<file path="src/rtl/cordic_seq_ctrl.sv">
// Sequencer for the iterative CORDIC datapath: LOAD, then NITER micro-rotations, then a DONE pulse.
// Latency start->done is NITER+2 cycles; no backpressure, start is only honoured in IDLE or DONE.
module cordic_seq_ctrl #(
    parameter int NITER   = 32,
    parameter int CNT_W   = 6,
    parameter int ANGLE_W = 32
) (
    input  logic               clock,
    input  logic               reset,
    input  logic               start,
    input  logic               mode,
    input  logic               y_sign,
    input  logic               z_sign,
    input  logic [ANGLE_W-1:0] rom_data,
    output logic [CNT_W-1:0]   rom_addr,
    output logic [CNT_W-1:0]   shift_amt,
    output logic               dp_load,
    output logic               dp_en,
    output logic               dp_dir,
    output logic [ANGLE_W-1:0] angle_term,
    output logic               busy,
    output logic               done
);

    typedef enum logic [1:0] {
        S_IDLE,
        S_LOAD,
        S_ITER,
        S_DONE
    } state_t;

    localparam logic [CNT_W-1:0] LAST_IDX = CNT_W'(NITER - 1);

    state_t             state_q, state_d;
    logic [CNT_W-1:0]   i_q, i_d;
    logic               mode_q, mode_d;
    logic               busy_q, busy_d;
    logic               done_q, done_d;
    logic               dp_load_q, dp_load_d;
    logic               dp_en_q, dp_en_d;
    logic               dir_raw;

    always_comb begin
        state_d = state_q;
        i_d     = i_q;
        mode_d  = mode_q;
        case (state_q)
            S_IDLE: begin
                if (start) begin
                    state_d = S_LOAD;
                    mode_d  = mode;
                end
            end
            S_LOAD: begin
                state_d = S_ITER;
                i_d     = '0;
            end
            S_ITER: begin
                if (i_q == LAST_IDX) begin
                    state_d = S_DONE;
                    i_d     = '0;
                end else begin
                    i_d = i_q + CNT_W'(1);
                end
            end
            S_DONE: begin
                // A start seen in DONE chains straight into the next LOAD.
                if (start) begin
                    state_d = S_LOAD;
                    mode_d  = mode;
                end else begin
                    state_d = S_IDLE;
                end
            end
            default: begin
                state_d = S_IDLE;
                i_d     = '0;
            end
        endcase

        busy_d    = (state_d == S_LOAD) || (state_d == S_ITER);
        done_d    = (state_d == S_DONE);
        dp_load_d = (state_d == S_LOAD);
        dp_en_d   = (state_d == S_ITER);
    end

    always_ff @(posedge clock) begin
        if (reset) begin
            state_q   <= S_IDLE;
            i_q       <= '0;
            mode_q    <= 1'b0;
            busy_q    <= 1'b0;
            done_q    <= 1'b0;
            dp_load_q <= 1'b0;
            dp_en_q   <= 1'b0;
        end else begin
            state_q   <= state_d;
            i_q       <= i_d;
            mode_q    <= mode_d;
            busy_q    <= busy_d;
            done_q    <= done_d;
            dp_load_q <= dp_load_d;
            dp_en_q   <= dp_en_d;
        end
    end

    // Direction follows the live sign bits so each iteration sees the freshly updated y/z.
    assign dir_raw    = mode_q ? y_sign : ~z_sign;
    assign dp_dir     = dp_en_q & dir_raw;
    assign angle_term = !dp_en_q ? '0 :
                        (dir_raw ? rom_data : (~rom_data + ANGLE_W'(1)));

    assign rom_addr  = i_q;
    assign shift_amt = i_q;
    assign busy      = busy_q;
    assign done      = done_q;
    assign dp_load   = dp_load_q;
    assign dp_en     = dp_en_q;

endmodule

</file>
<file path="config.mk">
export PLATFORM = sky130hd
export DESIGN_NAME = cordic_seq_ctrl
export DESIGN_NICKNAME = d
export VERILOG_FILES = /design/src/rtl/cordic_seq_ctrl.sv
export SDC_FILE = /design/constraint.sdc
export NUM_CORES = 1
export LEC_CHECK = 0
export ABC_AREA = 0
export BUFFER_PORTS_ARGS = -buffer_cell sky130_fd_sc_hd__buf_2
export CORE_MARGIN = 1
export CORE_UTILIZATION = 51
export DETAILED_ROUTE_END_ITERATION = 10
export MAX_ROUTING_LAYER = met4
export PLACE_DENSITY = 0.87
export SLEW_MARGIN = 20
export SYNTH_ARGS = -nofsm -noshare
export SYNTH_HDL_FRONTEND = slang
export SYNTH_SLANG_ARGS = --single-unit
</file>
<file path="constraint.sdc">
create_clock -name clock -period 2.6 [get_ports clock]
set_input_delay 0.26 -clock clock [delete_from_list [all_inputs] [get_ports clock]]
set_output_delay 0.26 -clock clock [all_outputs]
set_load 0.02 [all_outputs]
</file>
=== Yosys cells after proc, flatten, opt, wreduce, memory -nomap -nowiden ===
Index checks and enable logic that the tools add are counted.

* Muxes and demuxes: 9
* Bitwise logic cells: 3
* Add/sub/neg operators: 2
* Reductions and logical operators: 5
* Eq/ne operators: 7

{| class="wikitable"
|+ Operators by type and width
! kind !! count
|-
| $mux 32 || 2
|-
| $add 32x1->32 const B || 1
|-
| $not 32->32 || 1
|-
| $pmux 6 s2 || 1
|-
| $eq 2x2->1 const B || 4
|-
| $pmux 2 s4 || 1
|-
| $add 6x1->6 const B || 1
|-
| $eq 6x5->1 const B || 1
|-
| $mux 6 || 1
|-
| $eq 2x1->1 const B || 2
|-
| $mux 2 || 2
|-
| $logic_not 2->1 || 1
|-
| $mux 1 || 2
|-
| $reduce_and 2->1 || 1
|-
| $reduce_bool 2->1 || 1
|-
| $reduce_or 2->1 || 1
|-
| $and 1x1->1 || 1
|-
| $logic_or 1x1->1 || 1
|-
| $not 1->1 || 1
|}

* Flip-flop bits (word level): 13
* Word-level logic and storage cells: 33
* Output and inout port bits: 49

=== Logic depth before layout (Yosys ltp) ===
Gate-level depths: netlist of the first run.

* Depth after elaboration: 5
* Gate-level depth with buffers: 8
* Mapped depth without buffers: 8

=== Least setup slack after synthesis of the first run ===
OpenSTA, ideal clock, no wires.

* Path kind: input -> output
* From: input port rom_data[14]
* To: output port angle_term[29]
* Required time: 2.340 ns
* Arrival: 1.859 ns
* Stages: 5
* Buffers on the path: 1
* Slack: 0.481 ns
* Path through: or3_1 -> buf_2 -> nor4_4 -> nand2_1 -> o311ai_1

* Cells in the longest elaborated chain, start to end: 4

{| class="wikitable"
|+ Ends and longest elaborated chain
! item !! line !! RTL
|-
| start: declaration || 14 || <nowiki>input logic [ANGLE_W-1:0] rom_data,</nowiki>
|-
| $not 32->32 || 111 || <nowiki>(dir_raw ? rom_data : (~rom_data + ANGLE_W'(1)));</nowiki>
|-
| $add 32x1->32 || 111 ||
|-
| $mux 32 || 111 ||
|-
| $mux 32 || 110 || <nowiki>assign angle_term = !dp_en_q ? '0 :</nowiki>
|-
| end: declaration || 20 || <nowiki>output logic [ANGLE_W-1:0] angle_term,</nowiki>
|}

Every way passes these cells.

=== Final worst setup path of the first run ===
Same ends and word-level chain as after synthesis.

==> flow_summary.yaml, run 1 <==
status:
  status: "complete, no violations"
clock_tree:
  cts_tree: "done"
  ctsHtreeMaxLevel: 1
  clock_path_buffers: 2
  clk_pin_slew_ns: 0.08
  cts_setup_buffers: 0
  insertion_delay_ns: 0.27
  post_cts_resized: 0
  numCtsBuffers: 3
  cts.sink_count: 13
  cts_hold_buf: 0
  cts_root_buffer: "clkbuf_4"
worst_setup_path:
  r2r_end: "dp_load$_SDFF_PP0_"
  critical_path.top_delay_family: "simple AND/OR/NAND/NOR gates"
  path_class: "in2out"
  path_common_cell: "buf_2"
  path_max_fanout: 10
  r2r_slack_ns: 0.77
  worst-path-buf-inv: 2
  reg2regPathDepth: 8
  end_kind: "output port"
  cp-start-kind: "primary input"
  regToRegStartpoint: "state_q[0]$_SDFF_PP0_"
  crit_arrival_ns: 2.03
  crit_slowest_cell: "nor4_4"
  path_cells: "buf_2, or3_1, nor4_4, nand2_1, o311ai_1, buf_2"
  cp.required_ns: 2.34
  cp_slowest_stage_delay_ns: 0.51
cells_and_area:
  syn_to_final_growth_pct: 25.8
  final_nets: 385
  diodes: 0
  drive_gt1_share_pct: 29.9
  finalNonFillerCells: 384
  fin_util_pct: 67.3
power_and_ir_drop:
  p_per_area_nw_per_um2: 283
  max-vdd-ir-drop_mv: 0.423
  leakagePower_nw: 1.10
logic_synthesis:
  synth_cell_types: 38
  synthTopCellsByArea: "dfxtp_1 (15%), mux2i_1 (12%), nor2_1 (6.1%)"
  syn-cell-area_um2: 1790
  ys_ff_latch: 13
  yosysTopAreaCellShare_pct: 14.6
  synth_ff_type: "dfxtp_1"
  synth-edff-count: 0
  synth_fp_nets: 308
  yosysWarnings: 0
  seq_area_frac_synth_pct: 14.6
  netlist.top_cell.by_area: "dfxtp_1"
  syn_inst: 262
  syn_area_per_cell_um2: 6.82
  synthArstFlopShare_pct: 0
place:
  portBuffers: 86
  dp.cells: 380
  dp_slack_ns: 0.326
  place_hpwl_um: 3340
  gp_congestion: 0.828
floorplan:
  die_h_um: 61.2
  rows: 21
  initial_core_util_pct: 53.5
  core_area_um2: 3340
  pin_count: 87
  die-area_um2: 3740
  die-width_um: 61.2
grt:
  overflow: 0
  antenna_found_initial: 0
  grt_pass1_wl_um: 6480
  grt_usage_pct: 23.0
  grt_pass1_vias: 1566
  grt_max_degree: 42
sta:
  finalWorstSetupSlack_ns: 0.309
  fmax_mhz: 436
  clock_skew_ns: 0.000370
  slew_violations: 0
  maxSlewHeadroom_pct: 63.7
  hold_violations: 0
  finalSetupViolCount: 0
  rsz0062_at_grt: "no"
  worstMarginPinSlew_ns: 0.541
  tns_ns: 0
  finalCritPeriodShare_pct: 88.1
  fin_crit_ns: 2.29
route:
  vias_per_cell: 5.41
  drcViolationCount: 0
  via_count: 2077
  drt-total-wl_um: 4420
  post_drt_wl_per_cell_um: 11.5
  ant_nets: 0
  drt_pre_antenna_iters: 4
  initialDrtViolationCount: 140
min_path:
  hold_depth: 3
  hold_path.class: "in2reg"
  hold_end: "mode_q$_SDFFE_PP0P_"
  min_from: "mode"
flow_run:
  drv_cap: 0
[cell type report]
cell class                 count  area (um2)
timing repair buffer          93         483
clock buffer                   4        26.3
multi-input combinational    214        1370
sequential                    13         260
tap                           46        57.6
fill                         306        1090
inverter                      14        52.6
[Yosys cell counts (2+ instances only)]
| master | count |
|---|---|
| nand2_1 | 26 |
| ha_1 | 8 |
| nand3_1 | 3 |
| nor4_1 | 8 |
| a211oi_1 | 4 |
| xor2_1 | 2 |
| and2_1 | 8 |
| nor2b_1 | 5 |
| and4_1 | 3 |
| nor3b_1 | 2 |
| or3_1 | 6 |
| a31oi_1 | 10 |
| nor3_1 | 10 |
| mux2i_1 | 21 |
| xnor2_1 | 8 |
| a21oi_1 | 14 |
| or2_2 | 2 |
| nand2b_1 | 17 |
| buf_4 | 7 |
| nand4_1 | 5 |
| clkbuf_1 | 13 |
| nor2_1 | 29 |
| o21ai_0 | 9 |
| dfxtp_1 | 13 |
| or4_1 | 3 |
| inv_1 | 14 |
[worst min-delay path: cells and delay by family]
kind | cells | cell delay, ns
buf+inv | 1 | 0.07
simple gates | 1 | 0.08
mux | 1 | 0.05
[layer usage]
metal | vias to the layer above | wire [um] | GRT usage [%]
li1 | 1065 | - | -
met1 | 920 | 1970 | 29.0
met2 | 84 | 2100 | 38.2
met3 | 8 | 300 | 1.89
met4 | 0 | 51 | 8.12
met5 | - | 0 | -
[per-stage QoR]
step	total power (W)	hold WS, ns	instance area (um2)
3_3_place_gp	0.000507	0.493	2220
5_1_grt	0.000682	0.246	2250
3_5_place_dp	0.000514	0.511	2220
2_1_floorplan	0.000422	0.407	1790
4_1_cts	0.000639	0.221	2250
6_report	0.000636	0.227	2250
[report_power, final]
| part | internal (W) | leakage (nW) | switching, W |
|---|---|---|---|
| sequential | 0.000212 | 0.106 | 0.00000923 |
| clock | 0.0000595 | 0.0150 | 0.0000653 |
| combinational | 0.000121 | 0.982 | 0.000170 |
[cells by family after synthesis]
group / synth area share, %
AO/OA/AOI/OAI: 14.6
XOR/XNOR: 4.90
adder cells (fa/ha/maj): 5.60
buffers and inverters: 8.89
flip-flops: 14.6
multiplexers: 11.8
AND/OR/NAND/NOR: 39.7
[flip-flops by register name, indices dropped and copies added, names as in the netlist]
signal	flops
mode_q	1
dp_en	1
state_q	2
rom_addr	6
dp_load	1
busy	1
done	1
[layout by cell type (no fill, tap or decap), types with 2 or more instances in the layout]
| master | n |
|---|---|
| and2_1 | 8 |
| nor2_1 | 29 |
| a211oi_1 | 4 |
| ha_1 | 8 |
| nor2b_1 | 5 |
| buf_4 | 7 |
| xor2_1 | 2 |
| a31oi_1 | 10 |
| buf_2 | 86 |
| or3_1 | 6 |
| dfxtp_1 | 13 |
| nor3b_1 | 2 |
| and4_1 | 3 |
| nor4_1 | 8 |
| nand3_1 | 3 |
| xnor2_1 | 8 |
| or2_2 | 2 |
| o21ai_0 | 9 |
| a21oi_1 | 14 |
| clkbuf_4 | 3 |
| nand2_1 | 26 |
| nand2b_1 | 17 |
| inv_1 | 14 |
| nor3_1 | 10 |
| or4_1 | 3 |
| mux2i_1 | 21 |
| nand4_1 | 5 |
[how the worst max path moves through the flow]
stage	end	slack (ns)	depth (start not counted)	startpoint
final	angle_term[29]	0.31	6	rom_data[14]
after global routing	angle_term[29]	0.19	6	rom_data[14]
after CTS	angle_term[29]	0.32	6	rom_data[14]
after detailed placement	angle_term[29]	0.33	6	rom_data[14]
after global placement	angle_term[26]	0.44	6	rom_data[14]
after floorplan	angle_term[29]	0.48	5	rom_data[14]
No activity file was read; power rests on OpenSTA's default activity.
==> run 2: changes to the inputs <==
- GPL_TIMING_DRIVEN: default -> 0
==> flow_summary.yaml, run 2 (synthesized netlist as in run 1, its figures left out) <==
grt:
  overflow: 0
  grt_usage_pct: 24.9
  antenna_found_initial: 0
  grt_pass1_vias: 1674
  grt_pass1_wl_um: 7040
  grt_max_degree: 11
status:
  status: "complete, no violations"
clock_tree:
  clock_path_buffers: 2
  insertion_delay_ns: 0.28
  cts_root_buffer: "clkbuf_4"
  numCtsBuffers: 3
  cts_tree: "done"
  ctsHtreeMaxLevel: 1
  cts_setup_buffers: 0
  clk_pin_slew_ns: 0.07
  cts.sink_count: 13
min_path:
  hold_path.class: "in2reg"
worst_setup_path:
  cp-start-kind: "primary input"
  cp.required_ns: 2.34
  end_kind: "output port"
  path_max_fanout: 8
  path_class: "in2out"
  crit_arrival_ns: 2.13
sta:
  finalCritPeriodShare_pct: 91.8
  fmax_mhz: 419
  fin_crit_ns: 2.39
  slew_violations: 0
  maxSlewHeadroom_pct: 51.3
  hold_violations: 0
  finalWorstSetupSlack_ns: 0.212
  worstMarginPinSlew_ns: 0.724
  rsz0062_at_grt: "no"
  clock_skew_ns: 0.00831
  tns_ns: 0
  finalSetupViolCount: 0
route:
  drcViolationCount: 0
  drt_pre_antenna_iters: 4
  initialDrtViolationCount: 184
  ant_nets: 0
  drt-total-wl_um: 4740
  via_count: 2162
  vias_per_cell: 5.45
  post_drt_wl_per_cell_um: 11.9
power_and_ir_drop:
  leakagePower_nw: 1.13
  max-vdd-ir-drop_mv: 0.319
  p_per_area_nw_per_um2: 279
  total_power_w: 0.000643
place:
  dp_slack_ns: 0.234
  place_hpwl_um: 3710
  portBuffers: 85
  gp_congestion: 0.843
cells_and_area:
  drive_gt1_share_pct: 29.6
  largest_reg_flops: 6
  layout_commonest_cell: "buf_2"
  mostFrequentLayoutCells: "buf_2 (86), nor2_1 (29), nand2_1 (26)"
  final_nets: 398
  syn_to_final_growth_pct: 28.7
  diodes: 0
floorplan:
  initial_core_util_pct: 53.5
  die_h_um: 61.2
  die-area_um2: 3740
  core_area_um2: 3340
  pin_count: 87
  rows: 21
  die-width_um: 61.2
flow_run:
  drv_cap: 0
-- run 2: critical path: stages --
cell      delay (ns)
buf_2           0.11
inv_1           0.07
ha_1            0.16
nor3b_2         0.41
and4_1          0.27
clkbuf_1        0.29
a41oi_1         0.19
mux2i_1         0.18
buf_2           0.17
-- run 2: final timing paths --
kind / startpoint / slack (ns) / end / cells after the start
setup reg to reg: state_q[0]$_SDFF_PP0_ / 0.67 / done$_SDFF_PP0_ / 8
setup / recovery: rom_data[0] / 0.21 / angle_term[26] / 9
hold / removal: mode / 0.23 / mode_q$_SDFFE_PP0P_ / 3
hold reg to reg: mode_q$_SDFFE_PP0P_ / 0.53 / mode_q$_SDFFE_PP0P_ / 2
-- run 2: repair_timing --
action	CTS	global route
endpoints found under the setup margin	0	6
gates resized for setup	0	4
hold buffers	0	0
-- run 2: power breakdown --
group          internal [W]  switching (W)  total, W
Clock             0.0000571      0.0000659  0.000123
Sequential         0.000212      0.0000100  0.000222
Combinational      0.000123       0.000175  0.000298
-- run 2: layout make-up --
cell class	count	area, um2
well taps	46	57.6
inverters	14	52.6
repair buffers	85	425
flip-flops and latches	13	260
clock buffers	3	22.5
plain buffers	21	109
clock inverters	1	5.00
fillers	292	1040
multi-input cells	214	1370
-- run 2: metrics by stage --
stage	hold slack [ns]	util [%]	std cells	instance area (um2)
after CTS	0.233	68.8	397	2300
after detailed placement	0.513	68.0	393	2270
final	0.233	68.9	397	2300
after floorplan	0.407	-	262	1790
after global routing	0.294	68.9	397	2300
after global placement	0.495	68.0	393	2270
-- run 2: metal layers --
layer	global-route usage, %	wire [um]	up-vias
li1	-	-	1090
met1	29.8	1990	968
met2	43.8	2360	93
met3	2.31	311	11
met4	7.79	87	0
met5	-	0	-
==> run 3: changes to the inputs <==
- RECOVER_POWER: default -> 25
==> flow_summary.yaml, run 3 (synthesized netlist as in run 1, its figures left out) <==
cells_and_area:
  final_nets: 398
  layout_commonest_cell: "buf_2"
  finalInstanceArea_um2: 2280
  finalNonFillerCells: 397
  syn_to_final_growth_pct: 27.7
  mostFrequentLayoutCells: "buf_2 (71), nor2_1 (29), nand2_1 (26), clkbuf_1 (26), mux2i_1 (21)"
  diodes: 0
  drive_gt1_share_pct: 25.4
  num-fill-cells: 303
  largest_reg_flops: 6
status:
  status: "complete, no violations"
power_and_ir_drop:
  max-vdd-ir-drop_mv: 0.317
  p_per_area_nw_per_um2: 280
  leakagePower_nw: 1.06
grt:
  grt_pass1_wl_um: 7040
  overflow: 0
  grt_usage_pct: 24.9
  grt_max_degree: 11
  grt_pass1_vias: 1674
  antenna_found_initial: 0
floorplan:
  initial_core_util_pct: 53.5
  die_h_um: 61.2
  rows: 21
  die-area_um2: 3740
  pin_count: 87
  core_area_um2: 3340
  die-width_um: 61.2
worst_setup_path:
  regToRegStartpoint: "state_q[0]$_SDFF_PP0_"
  end_kind: "output port"
  cp-start-kind: "flop"
  r2r_end: "done$_SDFF_PP0_"
  path_max_fanout: 10
  r2r_slack_ns: 0.67
  crit_arrival_ns: 2.15
  reg2regPathDepth: 8
  path_class: "reg2out"
  cp.required_ns: 2.34
  startpoint: "mode_q$_SDFFE_PP0P_"
  endpoint: "angle_term[21]"
sta:
  rsz0062_at_grt: "no"
  fin_crit_ns: 2.41
  fmax_mhz: 414
  finalWorstSetupSlack_ns: 0.187
  maxSlewHeadroom_pct: 53.0
  whs_ns: 0.233
  tns_ns: 0
  hold_violations: 0
  worstMarginPinSlew_ns: 0.699
  clock_skew_ns: 0.00817
  finalCritPeriodShare_pct: 92.8
  finalSetupViolCount: 0
  slew_violations: 0
clock_tree:
  cts_tree: "done"
  cts_setup_buffers: 0
  cts_root_buffer: "clkbuf_4"
  post_cts_resized: 0
  ctsHtreeMaxLevel: 1
  cts.sink_count: 13
  clock_path_buffers: 2
  insertion_delay_ns: 0.28
  numCtsBuffers: 3
  cts_hold_buf: 0
  clk_pin_slew_ns: 0.07
place:
  place_hpwl_um: 3710
  dp.cells: 393
  gp_congestion: 0.843
  portBuffers: 85
  placed_area_um2: 2270
  dp_slack_ns: 0.234
min_path:
  hold_path.class: "in2reg"
route:
  drt_pre_antenna_iters: 4
  via_count: 2178
  initialDrtViolationCount: 218
  post_drt_wl_per_cell_um: 11.9
  vias_per_cell: 5.49
  drt-total-wl_um: 4720
  drcViolationCount: 0
  ant_nets: 0
flow_run:
  drv_cap: 0
## run 3: how the worst min path moves through the flow
stage	start	to	slack [ns]	depth (start not counted)
floorplan	mode	mode_q$_SDFFE_PP0P_	0.41	2
global placement	mode_q$_SDFFE_PP0P_	mode_q$_SDFFE_PP0P_	0.49	2
detailed placement	mode_q$_SDFFE_PP0P_	mode_q$_SDFFE_PP0P_	0.51	2
CTS	mode	mode_q$_SDFFE_PP0P_	0.23	3
global route	mode	mode_q$_SDFFE_PP0P_	0.29	3
finish	mode	mode_q$_SDFFE_PP0P_	0.23	3
## run 3: worst max-delay path: stages (launching register included)
cell and delay, ns:
dfxtp_1 0.32, and2_1 0.17, or2_2 0.27, clkbuf_1 0.20, clkbuf_2 0.25, a21oi_1 0.22
mux2i_1 0.25, buf_2 0.19
## run 3: layout make-up
| class | count | area, um2 | share of cell area, % |
|---|---|---|---|
| multi-input cells | 214 | 1370 | 60.0 |
| repair buffers | 85 | 407 | 17.8 |
| flip-flops and latches | 13 | 260 | 11.4 |
| plain buffers | 21 | 109 | 4.77 |
| well taps | 46 | 57.6 | 2.52 |
| inverters | 14 | 52.6 | 2.30 |
| clock buffers | 3 | 22.5 | 0.987 |
| clock inverters | 1 | 5.00 | 0.219 |
## run 3: metal layers
metal / GRT usage, % / vias up / part of all wire, %
li1: - / 1093 / -
met1: 29.8 / 968 / 41
met2: 43.8 / 104 / 50
met3: 2.31 / 13 / 6.9
met4: 7.79 / 0 / 2.2
met5: - / - / 0
## run 3: power by group
| group | total (W) | switching [W] | internal (W) |
|---|---|---|---|
| clock | 0.000123 | 0.0000657 | 0.0000571 |
| sequential | 0.000222 | 0.0000104 | 0.000212 |
| combinational | 0.000295 | 0.000175 | 0.000119 |
## run 3: per-stage QoR
step | power [W] | utilization, %
5_1_grt | 0.000684 | 68.4
3_3_place_gp | 0.000512 | 68.0
4_1_cts | 0.000645 | 68.8
2_1_floorplan | 0.000422 | -
6_report | 0.000640 | 68.4
3_5_place_dp | 0.000519 | 68.0
